`src/rtl/fwd_hazard_if.sv`:
```
`default_nettype none
// ============================================================================
// Module   : fwd_hazard_if
// Brief    : Decode-side request and execute-select response bundle for
//            fwd_hazard_unit.
// Revision : 1.0
// ============================================================================
interface fwd_hazard_if #(
    parameter int REG_AW = 3,
    parameter int CNT_W  = 16
);
    logic              freeze;
    logic              flush;
    logic              id_valid;
    logic [REG_AW-1:0] id_src1;
    logic [REG_AW-1:0] id_src2;
    logic              id_use1;
    logic              id_use2;
    logic [REG_AW-1:0] id_dest;
    logic              id_wr;
    logic              id_load;
    logic [1:0]        alu_src1;
    logic [1:0]        alu_src2;
    logic              stall;
    logic [CNT_W-1:0]  stall_count;

    modport master (
        output freeze, flush, id_valid, id_src1, id_src2, id_use1, id_use2,
               id_dest, id_wr, id_load,
        input  alu_src1, alu_src2, stall, stall_count
    );

    modport slave (
        input  freeze, flush, id_valid, id_src1, id_src2, id_use1, id_use2,
               id_dest, id_wr, id_load,
        output alu_src1, alu_src2, stall, stall_count
    );
endinterface
`default_nettype wire

```
`src/rtl/fwd_hazard_unit.sv`:
```
`default_nettype none
// ============================================================================
// Module   : fwd_hazard_unit
// Brief    : Operand-forwarding select generation and load-use stall control
//            for the 5-stage core, clocked alongside the ID/EX register.
// Revision : 1.0
// ============================================================================
module fwd_hazard_unit #(
    parameter int REG_AW = 3,
    parameter int CNT_W  = 16
) (
    input  wire logic     clk,
    input  wire logic     rst,
    fwd_hazard_if.slave   hz
);
    localparam logic [1:0]       C_SEL_RF  = 2'b00;
    localparam logic [1:0]       C_SEL_EX  = 2'b01;
    localparam logic [1:0]       C_SEL_MEM = 2'b10;
    localparam logic [CNT_W-1:0] C_CNT_MAX = {CNT_W{1'b1}};

    // Shadow entries mirror the instructions now in EX (e_*) and MEM (m_*)
    logic              e_valid_q, e_valid_d;
    logic [REG_AW-1:0] e_dest_q,  e_dest_d;
    logic              e_wr_q,    e_wr_d;
    logic              e_load_q,  e_load_d;
    logic              m_valid_q, m_valid_d;
    logic [REG_AW-1:0] m_dest_q,  m_dest_d;
    logic              m_wr_q,    m_wr_d;
    logic [1:0]        src1_q,    src1_d;
    logic [1:0]        src2_q,    src2_d;
    logic [CNT_W-1:0]  cnt_q,     cnt_d;

    logic       w_e_hit1, w_e_hit2, w_m_hit1, w_m_hit2;
    logic [1:0] w_sel1, w_sel2;
    logic       w_hz, w_stall;

    always_comb begin
        w_e_hit1 = hz.id_use1 && e_valid_q && e_wr_q && (e_dest_q == hz.id_src1);
        w_e_hit2 = hz.id_use2 && e_valid_q && e_wr_q && (e_dest_q == hz.id_src2);
        w_m_hit1 = hz.id_use1 && m_valid_q && m_wr_q && (m_dest_q == hz.id_src1);
        w_m_hit2 = hz.id_use2 && m_valid_q && m_wr_q && (m_dest_q == hz.id_src2);

        // Youngest producer wins when both shadow entries match
        w_sel1 = w_e_hit1 ? C_SEL_EX : (w_m_hit1 ? C_SEL_MEM : C_SEL_RF);
        w_sel2 = w_e_hit2 ? C_SEL_EX : (w_m_hit2 ? C_SEL_MEM : C_SEL_RF);

        w_hz    = hz.id_valid && e_load_q && (w_e_hit1 || w_e_hit2);
        w_stall = w_hz && !hz.flush && !hz.freeze;
    end

    always_comb begin
        e_valid_d = e_valid_q;
        e_dest_d  = e_dest_q;
        e_wr_d    = e_wr_q;
        e_load_d  = e_load_q;
        m_valid_d = m_valid_q;
        m_dest_d  = m_dest_q;
        m_wr_d    = m_wr_q;
        src1_d    = src1_q;
        src2_d    = src2_q;
        cnt_d     = cnt_q;

        if (!hz.freeze) begin
            m_valid_d = e_valid_q;
            m_dest_d  = e_dest_q;
            m_wr_d    = e_wr_q;

            if (w_stall || hz.flush || !hz.id_valid) begin
                e_valid_d = 1'b0;
                e_dest_d  = '0;
                e_wr_d    = 1'b0;
                e_load_d  = 1'b0;
                src1_d    = C_SEL_RF;
                src2_d    = C_SEL_RF;
            end else begin
                e_valid_d = 1'b1;
                e_dest_d  = hz.id_dest;
                e_wr_d    = hz.id_wr;
                e_load_d  = hz.id_load;
                src1_d    = w_sel1;
                src2_d    = w_sel2;
            end

            if (w_stall && (cnt_q != C_CNT_MAX)) begin
                cnt_d = cnt_q + 1'b1;
            end
        end
    end

    always_ff @(posedge clk or posedge rst) begin
        if (rst) begin
            e_valid_q <= 1'b0;
            e_dest_q  <= '0;
            e_wr_q    <= 1'b0;
            e_load_q  <= 1'b0;
            m_valid_q <= 1'b0;
            m_dest_q  <= '0;
            m_wr_q    <= 1'b0;
            src1_q    <= C_SEL_RF;
            src2_q    <= C_SEL_RF;
            cnt_q     <= '0;
        end else begin
            e_valid_q <= e_valid_d;
            e_dest_q  <= e_dest_d;
            e_wr_q    <= e_wr_d;
            e_load_q  <= e_load_d;
            m_valid_q <= m_valid_d;
            m_dest_q  <= m_dest_d;
            m_wr_q    <= m_wr_d;
            src1_q    <= src1_d;
            src2_q    <= src2_d;
            cnt_q     <= cnt_d;
        end
    end

    assign hz.alu_src1    = src1_q;
    assign hz.alu_src2    = src2_q;
    assign hz.stall       = w_stall;
    assign hz.stall_count = cnt_q;

endmodule
`default_nettype wire

```
`src/flat_wrapper.sv`:
```
// flat-port wrapper written by rule: the top's interface ports become plain ports
module fwd_hazard_unit_flat 
#(
    parameter int REG_AW = 3,
    parameter int CNT_W  = 16
)
  (clk, rst, hz_freeze, hz_flush, hz_id_valid, hz_id_src1, hz_id_src2, hz_id_use1, hz_id_use2, hz_id_dest, hz_id_wr, hz_id_load, hz_alu_src1, hz_alu_src2, hz_stall, hz_stall_count);
  fwd_hazard_if #(.REG_AW(REG_AW), .CNT_W(CNT_W)) hz_i ();
  input  wire logic clk;
  input  wire logic rst;
  input wire logic [$bits(hz_i.freeze)-1:0] hz_freeze;
  input wire logic [$bits(hz_i.flush)-1:0] hz_flush;
  input wire logic [$bits(hz_i.id_valid)-1:0] hz_id_valid;
  input wire logic [$bits(hz_i.id_src1)-1:0] hz_id_src1;
  input wire logic [$bits(hz_i.id_src2)-1:0] hz_id_src2;
  input wire logic [$bits(hz_i.id_use1)-1:0] hz_id_use1;
  input wire logic [$bits(hz_i.id_use2)-1:0] hz_id_use2;
  input wire logic [$bits(hz_i.id_dest)-1:0] hz_id_dest;
  input wire logic [$bits(hz_i.id_wr)-1:0] hz_id_wr;
  input wire logic [$bits(hz_i.id_load)-1:0] hz_id_load;
  output wire logic [$bits(hz_i.alu_src1)-1:0] hz_alu_src1;
  output wire logic [$bits(hz_i.alu_src2)-1:0] hz_alu_src2;
  output wire logic [$bits(hz_i.stall)-1:0] hz_stall;
  output wire logic [$bits(hz_i.stall_count)-1:0] hz_stall_count;
  assign hz_i.freeze = hz_freeze;
  assign hz_i.flush = hz_flush;
  assign hz_i.id_valid = hz_id_valid;
  assign hz_i.id_src1 = hz_id_src1;
  assign hz_i.id_src2 = hz_id_src2;
  assign hz_i.id_use1 = hz_id_use1;
  assign hz_i.id_use2 = hz_id_use2;
  assign hz_i.id_dest = hz_id_dest;
  assign hz_i.id_wr = hz_id_wr;
  assign hz_i.id_load = hz_id_load;
  assign hz_alu_src1 = hz_i.alu_src1;
  assign hz_alu_src2 = hz_i.alu_src2;
  assign hz_stall = hz_i.stall;
  assign hz_stall_count = hz_i.stall_count;
  fwd_hazard_unit #(.REG_AW(REG_AW), .CNT_W(CNT_W)) u_core (.clk(clk), .rst(rst), .hz(hz_i));
endmodule
```
`config.mk`:
```
export PLATFORM = sky130hd
export DESIGN_NAME = fwd_hazard_unit_flat
export DESIGN_NICKNAME = d
export VERILOG_FILES = /design/src/rtl/fwd_hazard_if.sv /design/src/rtl/fwd_hazard_unit.sv /design/src/flat_wrapper.sv
export SDC_FILE = /design/constraint.sdc
export NUM_CORES = 1
export LEC_CHECK = 0
export CORE_MARGIN = 1
export CORE_UTILIZATION = 45
export CTS_CLUSTER_DIAMETER = 80
export DETAILED_ROUTE_END_ITERATION = 6
export HOLD_SLACK_MARGIN = 0.1
export MAX_ROUTING_LAYER = met4
export PLACE_DENSITY_LB_ADDON = 0.3
export REMOVE_ABC_BUFFERS = 1
export SLEW_MARGIN = 20
export SYNTH_ARGS = -nofsm -noshare
export SYNTH_HDL_FRONTEND = slang
export SYNTH_SLANG_ARGS = --single-unit
export TNS_END_PERCENT = 50
```
`constraint.sdc`:
```
create_clock -name clk -period 3.24 [get_ports clk]
set_input_delay 0.81 -clock clk [delete_from_list [all_inputs] [get_ports clk]]
set_output_delay 0.81 -clock clk [all_outputs]
set_load 0.02 [all_outputs]
```
==> results of run 1 <==
-- how the worst max path moves through the flow --
stage	end	slack, ns	from	cells past startpoint
2_1_floorplan	hz_stall	0.62	hz_id_src2[2]	4
3_3_place_gp	hz_stall	-0.09	hz_id_src1[1]	6
3_5_place_dp	hz_stall	-0.13	hz_id_src1[1]	6
4_1_cts	hz_stall	0.13	hz_id_src1[2]	6
5_1_grt	hz_stall	0.05	hz_id_src1[2]	6
6_report	hz_stall	0.14	hz_id_src2[2]	6
-- power breakdown --
group | switching (mW) | internal, mW | total [mW]
combinational | 0.0323 | 0.0425 | 0.0748
sequential | 0.0101 | 0.396 | 0.406
clock | 0.134 | 0.182 | 0.316
total | 0.177 | 0.621 | 0.798
-- stage by stage --
| step | area (um^2) | instances | TNS, ns | total power [mW] | hold WS [ns] |
|---|---|---|---|---|---|
| after floorplan | 1540 | 128 | 0 | 0.448 | 0.470 |
| after global placement | 2050 | 222 | -0.0922 | 0.487 | 0.474 |
| after detailed placement | 2050 | 222 | -0.134 | 0.490 | 0.487 |
| after CTS | 2130 | 230 | 0 | 0.804 | 0.510 |
| after global routing | 2130 | 230 | 0 | 0.828 | 0.535 |
| final | 2130 | 230 | 0 | 0.798 | 0.504 |
-- placed cells by master (no fill, tap or decap), types with 4 or more instances in the layout --
cell,netlist,layout
xor2_1,18,18
nand3_1,7,7
xnor2_1,6,6
a22o_1,7,7
clkbuf_4,0,5
buf_4,0,10
nand2_1,6,6
nor3_1,5,5
mux2_2,5,5
dfrtp_1,31,31
clkdlybuf4s50_1,0,37
nand4_1,4,4
nor2_1,5,5
-- cells by family (layout without fill, tap and decap cells) --
| kind of cell | count (synthesis) | after routing | synth area share [%] |
|---|---|---|---|
| multiplexers | 8 | 8 | 5.76 |
| AO/OA/AOI/OAI | 14 | 14 | 7.69 |
| buffers and inverters | 8 | 59 | 2.48 |
| XOR/XNOR | 24 | 24 | 13.5 |
| AND/OR/NAND/NOR | 47 | 47 | 20.2 |
| flip-flops | 31 | 31 | 49.6 |
| adder cells (fa/ha/maj) | 1 | 1 | 0.801 |
-- layer usage --
| metal | track usage (%) | vias up | part of all wire (%) |
|---|---|---|---|
| met3 | 6.82 | 4 | 4.5 |
| met2 | 35.5 | 29 | 53 |
| met5 | - | - | 0 |
| met4 | 8.12 | 0 | 1.0 |
| li1 | - | 581 | - |
| met1 | 22.2 | 594 | 42 |
-- area by class of cell --
cell class / count / area (um^2)
clock buffers: 6 / 51.3
inverters: 3 / 11.3
flip-flops and latches: 31 / 776
repair buffers: 48 / 454
multi-input cells: 94 / 748
fillers: 290 / 1200
well taps: 46 / 57.6
clock inverters: 2 / 35.0
-- flip-flops by register name (all words and copies together), names as in the netlist --
signal	cells
u_core.hz.stall_count	16
u_core.m_valid_q	1
u_core.e_wr_q	1
u_core.m_wr_q	1
u_core.e_dest_q	3
u_core.hz.alu_src2	2
u_core.e_valid_q	1
u_core.e_load_q	1
u_core.hz.alu_src1	2
u_core.m_dest_q	3
==> impl_metrics.py, run 1 <==
metrics = {
    "status": {
        "outcome": "finished clean",
    },
    "route": {
        "wl_per_cell_um": 14.1,
        "drtIter0Drc": 49,
        "drcViolationCount": 0,
        "via_count": 1208,
        "viasPerCell": 5.25,
        "drt-total-wl_um": 3250,
        "dr.pass1.iters": 4,
        "drtAntennaViolNets": 0,
    },
    "global_routing": {
        "grt_start_max_net_pins": 32,
        "grt_pass1_vias": 1193,
        "grt_pass1_wl_um": 5290,
        "grt_usage_pct": 20.8,
        "antenna_found_initial": 0,
        "overflow": 0,
    },
    "synth": {
        "synth.avg_cell_area_um2": 11.7,
        "yosysUniqueCellTypes": 33,
        "ys_top_cells_by_count": "dfrtp_1, xor2_1, a22o_1, nand3_1",
        "synthFlopType": "dfrtp_1",
        "synthArstFlopShare_pct": 100,
        "yosys_warnings": 0,
        "ys_seq_area_share_pct": 49.6,
        "synth_top_cell_by_area": "dfrtp_1",
        "ys_ff_latch": 31,
        "synth.top_cell.area_share_pct": 49.6,
        "synth_most_common_cell": "dfrtp_1",
        "synthCells": 133,
        "syn_area_um2": 1560,
        "synth-edff-count": 0,
        "synth.area.top_cells": "dfrtp_1, xor2_1, a22o_1",
    },
    "sta": {
        "hold_viol_final": 0,
        "min_period_ns": 3.10,
        "maxClockFrequency_ghz": 0.323,
        "post-route-period-util_pct": 95.6,
        "worst_slack_ns": 0.142,
        "finClkSkew_ns": 0.0133,
        "setup_viol": 0,
        "slew_viol_final": 0,
        "grt_setup_unrepaired": "false",
        "worst_slew_pin_slew_ns": 0.498,
        "max_slew_margin_pct": 66.8,
    },
    "pwr": {
        "ir_drop_v": 0.000283,
        "pwr_density_cell_nw_per_um2": 374,
        "leakage_nw": 1.00,
    },
    "floorplanning": {
        "die-area_um2": 3710,
        "die_x_um": 60.9,
        "start_util_pct": 46.8,
        "coreArea_um2": 3340,
        "io_pins": 39,
        "std_cell_rows": 21,
        "die_h_um": 60.9,
    },
    "place": {
        "dpl_worst_slack_ns": -0.134,
        "portBuffers": 38,
        "hpwl_um": 2420,
        "gp_congestion": 0.808,
    },
    "clock_tree": {
        "hold_buffers": 0,
        "cts_resized": 1,
        "numCtsBuffers": 5,
        "clock_latency_ns": 0.34,
        "cts_tree": "yes",
        "clock-sinks": 31,
        "cts_root_buffer": "clkbuf_4",
        "clk_path_buf_depth": 2,
        "post_cts_buffers": 0,
        "path_clk_slew_ns": 0.10,
        "cts-htree-levels": 2,
    },
    "cells_and_area": {
        "drive_gt1_share_pct": 17.4,
        "antenna_cells": 0,
        "utilization_pct": 63.9,
        "fin_nets": 202,
        "synthToLayoutAreaGrowth_pct": 36.5,
    },
    "critical_path": {
        "critPathRequiredTime_ns": 2.43,
        "crit_fanout": 2,
        "worstSetupEndpointType": "primary output",
        "startpoint_type": "input pin",
        "cp_cell_sequence": "clkdlybuf4s50_1 -> xor2_1 -> nor4_4 -> o211ai_2 -> inv_2 -> dlygate4sd2_1",
        "ff2ff_setup_slack_ns": 1.05,
        "r2r_end": "u_core.hz.stall_count[1]",
        "critical-path-top-delay-family": "buffers and inverters",
        "worst-path-buf-inv": 3,
        "critPathKind": "in -> out",
        "r2r_start": "u_core.hz.stall_count[0]",
        "timing.critical_path.slowest_cell_delay_ns": 0.44,
        "worstRegToRegCells": 6,
        "cpMaxStageDelayCell": "clkdlybuf4s50_1",
        "crit_arrival_ns": 2.29,
    },
    "min_path": {
        "worstHoldPathType": "reg -> reg",
        "min_to": "u_core.hz.alu_src1[1]",
        "hold_depth": 1,
        "min_from": "u_core.hz.alu_src1[1]",
    },
    "job": {
        "maxCapViolations": 0,
    },
}
Power figures use the tool's default switching activity.
==> inputs of run 2 (changes only) <==
--- a/config.mk
+++ b/config.mk
@@ -13,8 +13,9 @@
 export MAX_ROUTING_LAYER = met4
 export PLACE_DENSITY_LB_ADDON = 0.3
 export REMOVE_ABC_BUFFERS = 1
+export SETUP_SLACK_MARGIN = 0.3
 export SLEW_MARGIN = 20
 export SYNTH_ARGS = -nofsm -noshare
 export SYNTH_HDL_FRONTEND = slang
 export SYNTH_SLANG_ARGS = --single-unit
-export TNS_END_PERCENT = 50
+export TNS_END_PERCENT = 20
==> run 2 against run 1 <==
  * Hold slack improved by 0.00051 ns
  * First-iteration DRC count down 14%
  * Die area is the same
  * Critical endpoint unchanged
==> impl_metrics.py, run 2 (same netlist as run 1, synthesis figures left out) <==
metrics = {
    "pwr": {
        "leakage_nw": 1.01,
        "ir_drop_v": 0.000284,
        "pwr_density_cell_nw_per_um2": 371,
    },
    "floorplanning": {
        "io_pins": 39,
        "coreArea_um2": 3340,
        "die_h_um": 60.9,
        "start_util_pct": 46.8,
        "die-area_um2": 3710,
        "die_x_um": 60.9,
        "std_cell_rows": 21,
    },
    "critical_path": {
        "worst-path-buf-inv": 3,
        "crit_fanout": 2,
        "timing.critical_path.slowest_cell_delay_ns": 0.50,
        "critPathRequiredTime_ns": 2.43,
        "worstSetupEndpointType": "primary output",
        "critPathKind": "in -> out",
        "startpoint_type": "input pin",
        "cpMaxStageDelayCell": "clkdlybuf4s50_1",
        "critical-path-top-delay-family": "buffers and inverters",
        "cp_cell_sequence": "clkdlybuf4s50_1 -> nand3_2 -> nor4_4 -> o211ai_2 -> inv_2 -> buf_4",
        "crit_arrival_ns": 2.09,
    },
    "sta": {
        "post-route-period-util_pct": 89.6,
        "max_slew_margin_pct": 66.8,
        "setup_viol": 0,
        "grt_setup_unrepaired": "false",
        "maxClockFrequency_ghz": 0.344,
        "min_period_ns": 2.90,
        "hold_viol_final": 0,
        "finClkSkew_ns": 0.0130,
        "worst_slew_pin_slew_ns": 0.498,
        "slew_viol_final": 0,
    },
    "clock_tree": {
        "hold_buffers": 0,
        "clock-sinks": 31,
        "cts_tree": "yes",
        "clock_latency_ns": 0.34,
        "cts-htree-levels": 2,
        "path_clk_slew_ns": 0.10,
        "cts_root_buffer": "clkbuf_4",
        "clk_path_buf_depth": 2,
        "numCtsBuffers": 5,
    },
    "place": {
        "portBuffers": 38,
        "hpwl_um": 2420,
        "gp_congestion": 0.808,
        "place_area_um2": 2050,
        "dp.cells": 222,
    },
    "route": {
        "drcViolationCount": 0,
        "drt-total-wl_um": 3320,
        "drtAntennaViolNets": 0,
        "wl_per_cell_um": 14.4,
        "viasPerCell": 5.29,
        "via_count": 1222,
        "drtIter0Drc": 42,
        "dr.pass1.iters": 4,
    },
    "job": {
        "maxCapViolations": 0,
    },
    "min_path": {
        "worstHoldPathType": "reg -> reg",
    },
    "cells_and_area": {
        "seq_area_um2": 776,
        "fillers": 285,
        "layout_common_cells": "clkdlybuf4s50_1, dfrtp_1, xor2_1",
        "stdcell_count": 231,
        "fin_nets": 203,
        "largest_register_ffs": 16,
        "drive_gt1_share_pct": 19.5,
        "multi_input_area_um2": 761,
        "final_common_cell": "clkdlybuf4s50_1",
        "antenna_cells": 0,
        "post-route-cell-area_um2": 2150,
        "synthToLayoutAreaGrowth_pct": 37.9,
        "utilization_pct": 64.6,
    },
    "global_routing": {
        "grt_pass1_vias": 1193,
        "grt_start_max_net_pins": 32,
        "grt_pass1_wl_um": 5290,
        "overflow": 0,
        "antenna_found_initial": 0,
        "grt_usage_pct": 20.8,
    },
    "status": {
        "outcome": "finished clean",
    },
}
-- run 2: cell types whose count changed in the layout (fill, tap and decap cells not counted) --
| cell | delta |
|---|---|
| dlymetal6s2s_1 | +1 |
| nand3_2 | +1 |
| xor2_1 | -1 |
| buf_4 | +2 |
| clkdlybuf4s50_1 | -1 |
| xor2_2 | +1 |
| dlygate4sd2_1 | -1 |
| nand3_1 | -1 |
-- run 2: repair_timing --
item                                    CTS  global route
gates resized for setup                   4             4
endpoints found under the setup margin    1             1
setup buffers                             0             1
pin swaps                                 1             3
-- run 2: power by group --
part	leakage [nW]	switching (mW)	internal, mW
Sequential	0.422	0.0106	0.396
Combinational	0.541	0.0329	0.0427
Clock	0.0482	0.134	0.182
-- run 2: worst paths after layout --
check                                               from                        to  slack [ns]  cells after the start
worst max-delay path                          hz_id_use2                  hz_stall        0.34                      6
worst min-delay path               u_core.hz.alu_src2[1]     u_core.hz.alu_src2[1]        0.50                      1
worst max register to register  u_core.hz.stall_count[0]  u_core.hz.stall_count[1]        1.05                      6
worst min register to register     u_core.hz.alu_src2[1]     u_core.hz.alu_src2[1]        0.50                      1
max in group asynchronous                            rst  u_core.hz.stall_count[2]        2.11                      3
min in group asynchronous                            rst  u_core.hz.stall_count[9]        0.84                      3
-- run 2: metrics by stage --
stage / hold WS, ns / power (mW) / setup TNS, ns / setup slack, ns
6_report: 0.504 / 0.798 / 0 / 0.336
5_1_grt: 0.535 / 0.829 / 0 / 0.286
4_1_cts: 0.510 / 0.804 / 0 / 0.304
3_5_place_dp: 0.487 / 0.490 / -0.134 / -0.134
3_3_place_gp: 0.474 / 0.487 / -0.0922 / -0.0922
2_1_floorplan: 0.470 / 0.448 / 0 / 0.621
-- run 2: area by class of cell --
class                   instances  area share (%)
clock inverters                 2            1.63
clock buffers                   6            2.38
multi-input cells              94            35.3
repair buffers                 49            21.5
flip-flops and latches         31            36.0
inverters                       3           0.523
well taps                      46            2.67
-- run 2: per-layer routing --
layer / vias to the layer above / track usage (%) / routed length, um
met4: 0 / 8.12 / 44
li1: 584 / - / -
met2: 33 / 35.5 / 1740
met3: 6 / 6.82 / 152
met1: 599 / 22.2 / 1380
met5: - / - / 0
